$ cat config.mk
export PLATFORM = sky130hd
export DESIGN_NAME = bp_be_cache_req_arbiter
export DESIGN_NICKNAME = d
export VERILOG_FILES = /design/src/rtl/bp_be_cache_req_arbiter.sv
export SDC_FILE = /design/constraint.sdc
export NUM_CORES = 1
export LEC_CHECK = 0
export ABC_AREA = 1
export CELL_PAD_IN_SITES_DETAIL_PLACEMENT = 2
export CELL_PAD_IN_SITES_GLOBAL_PLACEMENT = 2
export CORE_MARGIN = 4
export CORE_UTILIZATION = 10
export DETAILED_ROUTE_END_ITERATION = 10
export PLACE_DENSITY_LB_ADDON = 0.1
export SLEW_MARGIN = 25
export SYNTH_ARGS = -nofsm -noshare
export SYNTH_HDL_FRONTEND = slang
export SYNTH_SLANG_ARGS = --single-unit
$ cat constraint.sdc
create_clock -name clk_i -period 1.7 [get_ports clk_i]
set_input_delay 0.34 -clock clk_i [delete_from_list [all_inputs] [get_ports clk_i]]
set_output_delay 0.34 -clock clk_i [all_outputs]
set_load 0.05 [all_outputs]
$ cat src/rtl/bp_be_cache_req_arbiter.sv
// Round-robin arbiter sharing the backend's single D$ miss request channel between
// the D$ miss path (requester 0) and the PTW / uncached path (requester 1).
//
//  state  | meaning
//  e_idle | nothing outstanding; arbitrate, grant on cache_req handshake
//  e_meta | cycle after the handshake; latched metadata is presented
//  e_wait | waiting for the LCE to signal transaction complete
module bp_be_cache_req_arbiter #(
    parameter int req_width_p      = 128,
    parameter int metadata_width_p = 8
) (
    input  logic                        clk_i,
    input  logic                        reset_i,

    input  logic [req_width_p-1:0]      req0_i,
    input  logic [metadata_width_p-1:0] req0_metadata_i,
    input  logic                        req0_v_i,
    output logic                        req0_yumi_o,
    output logic                        req0_critical_o,
    output logic                        req0_complete_o,

    input  logic [req_width_p-1:0]      req1_i,
    input  logic [metadata_width_p-1:0] req1_metadata_i,
    input  logic                        req1_v_i,
    output logic                        req1_yumi_o,
    output logic                        req1_critical_o,
    output logic                        req1_complete_o,

    output logic [req_width_p-1:0]      cache_req_o,
    output logic                        cache_req_v_o,
    input  logic                        cache_req_ready_i,
    output logic [metadata_width_p-1:0] cache_req_metadata_o,
    output logic                        cache_req_metadata_v_o,
    input  logic                        cache_req_critical_i,
    input  logic                        cache_req_complete_i,

    output logic                        busy_o
);

    typedef enum logic [1:0] {
        e_idle = 2'd0,
        e_meta = 2'd1,
        e_wait = 2'd2
    } state_e;

    state_e                      r_state;
    logic                        r_owner;
    logic                        r_last_grant;
    logic [metadata_width_p-1:0] r_metadata;

    logic w_idle;
    logic w_busy;
    logic w_sel;
    logic w_handshake;

    // Every output is gated by reset_i so nothing leaks out while reset is held,
    // even before the first reset edge has cleared the state.
    assign w_idle      = (r_state == e_idle) && !reset_i;
    assign w_busy      = (r_state != e_idle) && !reset_i;
    assign w_sel       = (req0_v_i && req1_v_i) ? ~r_last_grant : req1_v_i;
    assign w_handshake = w_idle && (req0_v_i || req1_v_i) && cache_req_ready_i;

    assign cache_req_v_o = w_handshake;
    assign cache_req_o   = reset_i ? '0 : (w_sel ? req1_i : req0_i);
    assign req0_yumi_o   = w_handshake && !w_sel;
    assign req1_yumi_o   = w_handshake &&  w_sel;

    assign cache_req_metadata_v_o = (r_state == e_meta) && !reset_i;
    assign cache_req_metadata_o   = reset_i ? '0 : r_metadata;

    assign req0_critical_o = w_busy && !r_owner && cache_req_critical_i;
    assign req1_critical_o = w_busy &&  r_owner && cache_req_critical_i;
    assign req0_complete_o = w_busy && !r_owner && cache_req_complete_i;
    assign req1_complete_o = w_busy &&  r_owner && cache_req_complete_i;

    assign busy_o = w_busy;

    always_ff @(posedge clk_i) begin
        if (reset_i) begin
            r_state      <= e_idle;
            r_owner      <= 1'b0;
            r_last_grant <= 1'b1;
            r_metadata   <= '0;
        end else begin
            case (r_state)
                e_idle: begin
                    if (w_handshake) begin
                        r_state      <= e_meta;
                        r_owner      <= w_sel;
                        r_last_grant <= w_sel;
                        r_metadata   <= w_sel ? req1_metadata_i : req0_metadata_i;
                    end
                end
                e_meta:  r_state <= cache_req_complete_i ? e_idle : e_wait;
                e_wait: begin
                    if (cache_req_complete_i) r_state <= e_idle;
                end
                default: r_state <= e_idle;
            endcase
        end
    end

endmodule

==> out/summary.txt <==
PD cells -> 447 nW/µm²
Register bit count reported by yosys -> 12
Num rows -> 58
CP max FO -> 18
Aggregate global routing overflow -> 0
Num CTS Buffers -> 3
All-Layer GR Usage -> 19.0%
Violated checks -> negative setup slack
Layout cell share with drive strength beyond 1 -> 56.3%
Power consumption -> 5.22 mW
Die X -> 168 µm
Sw Share -> 45.4%
Most used cells in the layout excluding fill and tap cells -> 274 x clkdlybuf4s50_1, 155 x nor2_4, 153 x buf_12
Slew @ Worst Pin -> 0.256 ns
Hold violation total from the final report -> 0
Number of port buffers -> 423
Number of instances in the synthesized netlist -> 542
Detailed Route WL -> 28800 µm
# IOs -> 424
Die height -> 168 µm
Final setup violating endpoints -> 130
Class of the most critical setup path -> reg2out
Mean area per synthesized cell -> 4.73 µm²
Final max-slew violation count -> 0
Net switching power of the design -> 2.37 mW
Post-synth design cell area -> 2560 µm²
Nets in the synthesized netlist -> 821
Cell types occupying the most area after synthesis -> nor2_1 40%, o21ai_0 17%, dfxtp_1 9.4%, o21ai_1 8.0%, nand2_1 5.9%
Classification of the worst-slack hold path -> reg2reg
MaxCap Viol Count -> 0
Startpoint type of the worst setup path -> register
Total number of vias -> 5578
Synth warnings -> 0
Fin nets -> 1273
Prevailing post-synth register cell -> dfxtp_1
Max Clock Freq -> 0.534 GHz
Period utilisation layout -> 110%
Worst slew margin -> 82.9%
H-tree depth -> 1
Pint -> 2.85 mW
Global-route wire length before repair -> 41300 µm
Maximum clock insertion buffer count -> 2
Clk sink count -> 12
Starting density of the core -> 10.2%
HPWL after DPL -> 21300 µm
Critical Path AT -> 1.53 ns
Fin Clk Skew -> 0.000913 ns
Commonest non-fill, non-tap cell in the layout -> clkdlybuf4s50_1
Violation count after the first detailed-routing iteration -> 98
Area growth, synth to finish -> 356%
Ant. Diodes -> 0
Hold-fix buffers, CTS -> 0
Clock transition at the register clock pins on the worst setup and hold paths after CTS -> 0.04 ns
TritonCTS clock tree -> built
EDFF count, synth -> 0
Core Box Area -> 25200 µm²
Area fraction of the dominant cell type after synthesis -> 40.0%
Endpoint type of the worst setup path -> output port
Initial antenna violation count -> 0
Worst slack at placement -> -0.582 ns
Via count of the first global-routing pass -> 6250
Worst IR drop on VDD -> 0.260 mV
Setup repair after global routing missed its margin -> true
Async S/R FF share, synth -> 0%
Clock period minus final worst setup slack -> 1.87 ns
Clock latency on the worst-skew pair -> 0.24 ns
Util after Layout -> 46.4%
Part of the total power dissipated in sequential elements -> 5.9%
Top cell type by total area after synthesis -> nor2_1
Final worst slack -> -0.173 ns
Post-DRT Antenna Nets -> 0
Initial DRT Pass Iterations -> 4
Root Buffer -> clkbuf_16
Clock power share -> 9.2%
Aggregate negative setup slack -> -14.89 ns
Pin count of the biggest net entering global routing -> 31
Area of the die -> 28300 µm²
Placed standard-cell area -> 9670 µm²
Number of unique standard cell types used by synthesis -> 21
Static leakage -> 4.28 nW
Data required, critical path -> 1.36 ns
DR vias/cell -> 4.22
Gpl congestion -> 0.799
Outcome -> finished, violations left
Post-DR wirelength/cell -> 21.8 µm
Fraction of power consumed by combinational cells -> 85.0%
Detailed-route DRC error count -> 0
Layout Cell Area excl Fill -> 11700 µm²
Portion of the post-synthesis area used by sequential elements -> 9.37%
[critical path, stage by stage (launching register included)]
cell and delay (ns):
dfxtp_2 0.33, nand2_4 0.08, nand2_8 0.12, buf_12 0.18, buf_16 0.16, o21ai_2 0.19, nor2_4 0.06, buf_12 0.15
[sequential cells by signal (all words and copies together), names as in the netlist]
| signal | flops |
|---|---|
| r_metadata | 8 |
| r_state | 2 |
| r_last_grant | 1 |
| r_owner | 1 |
[kinds of logic (layout without fill, tap and decap cells)]
family	count (synthesis)	after routing	synth area share, %
simple gates	327	327	49.4
buf+inv	64	515	14.0
compound gates	139	139	27.2
flops	12	12	9.37
[metal layers]
metal  global-route usage, %  up-vias  part of all wire, %
met4                    2.68        0                  1.8
met1                    20.9     2679                   36
met5                       0        -                    0
met3                    5.31       22                  7.1
met2                    37.0      241                   55
li1                        -     2636                    -
[final timing paths]
check           startpoint              end  slack (ns)  depth (start not counted)
max           r_last_grant  cache_req_o[51]       -0.17                          7
min          r_metadata[7]    r_metadata[7]        0.46                          2
max reg2reg   r_last_grant    r_metadata[4]        0.26                          9
min reg2reg  r_metadata[7]    r_metadata[7]        0.46                          2
[layout make-up]
cell class                      instances  area, µm²
Multi-Input combinational cell        466       4040
Timing Repair Buffer                  493       6820
Clock buffer                            4       88.8
Inverter                               17       85.1
Fill cell                            2599      13500
Tap cell                              330        413
Timing Repair inverter                  1       8.76
Sequential cell                        12        244
[per-stage QoR]
step | instances | hold WS (ns)
6_report | 1323 | 0.465
5_1_grt | 1323 | 0.497
4_1_cts | 1315 | 0.466
3_5_place_dp | 1287 | 0.459
3_3_place_gp | 1287 | 0.454
2_1_floorplan | 542 | 0.418
[synth_stat cells (2+ instances only)]
master and n:
o21ai_1 41, nand2_4 2, buf_4 8, inv_2 2
nor2_1 273, dfxtp_1 12, inv_1 15, buf_6 6
a21oi_1 8, clkbuf_1 5, buf_2 24, o21ai_0 89
nand2_1 40, nand3_1 9, clkbuf_2 2
[power groups by stage]
| stage | combinational (mW) | clock, mW | sequential [mW] |
|---|---|---|---|
| 3_5_place_dp | 3.76 | 0 | 0.309 |
| 5_1_grt | 4.64 | 0.514 | 0.307 |
| 4_1_cts | 4.34 | 0.495 | 0.306 |
| 6_report | 4.44 | 0.479 | 0.306 |
| 3_3_place_gp | 3.73 | 0 | 0.309 |
| 2_1_floorplan | 1.74 | 0 | 0.308 |
[what timing repair did]
item	CTS	global route
setup endpoints to repair	146	135
setup buffers	9	3
resized for setup	344	69
pin swaps	11	14
gates cloned	15	5
(Power assumes the default switching activity.)
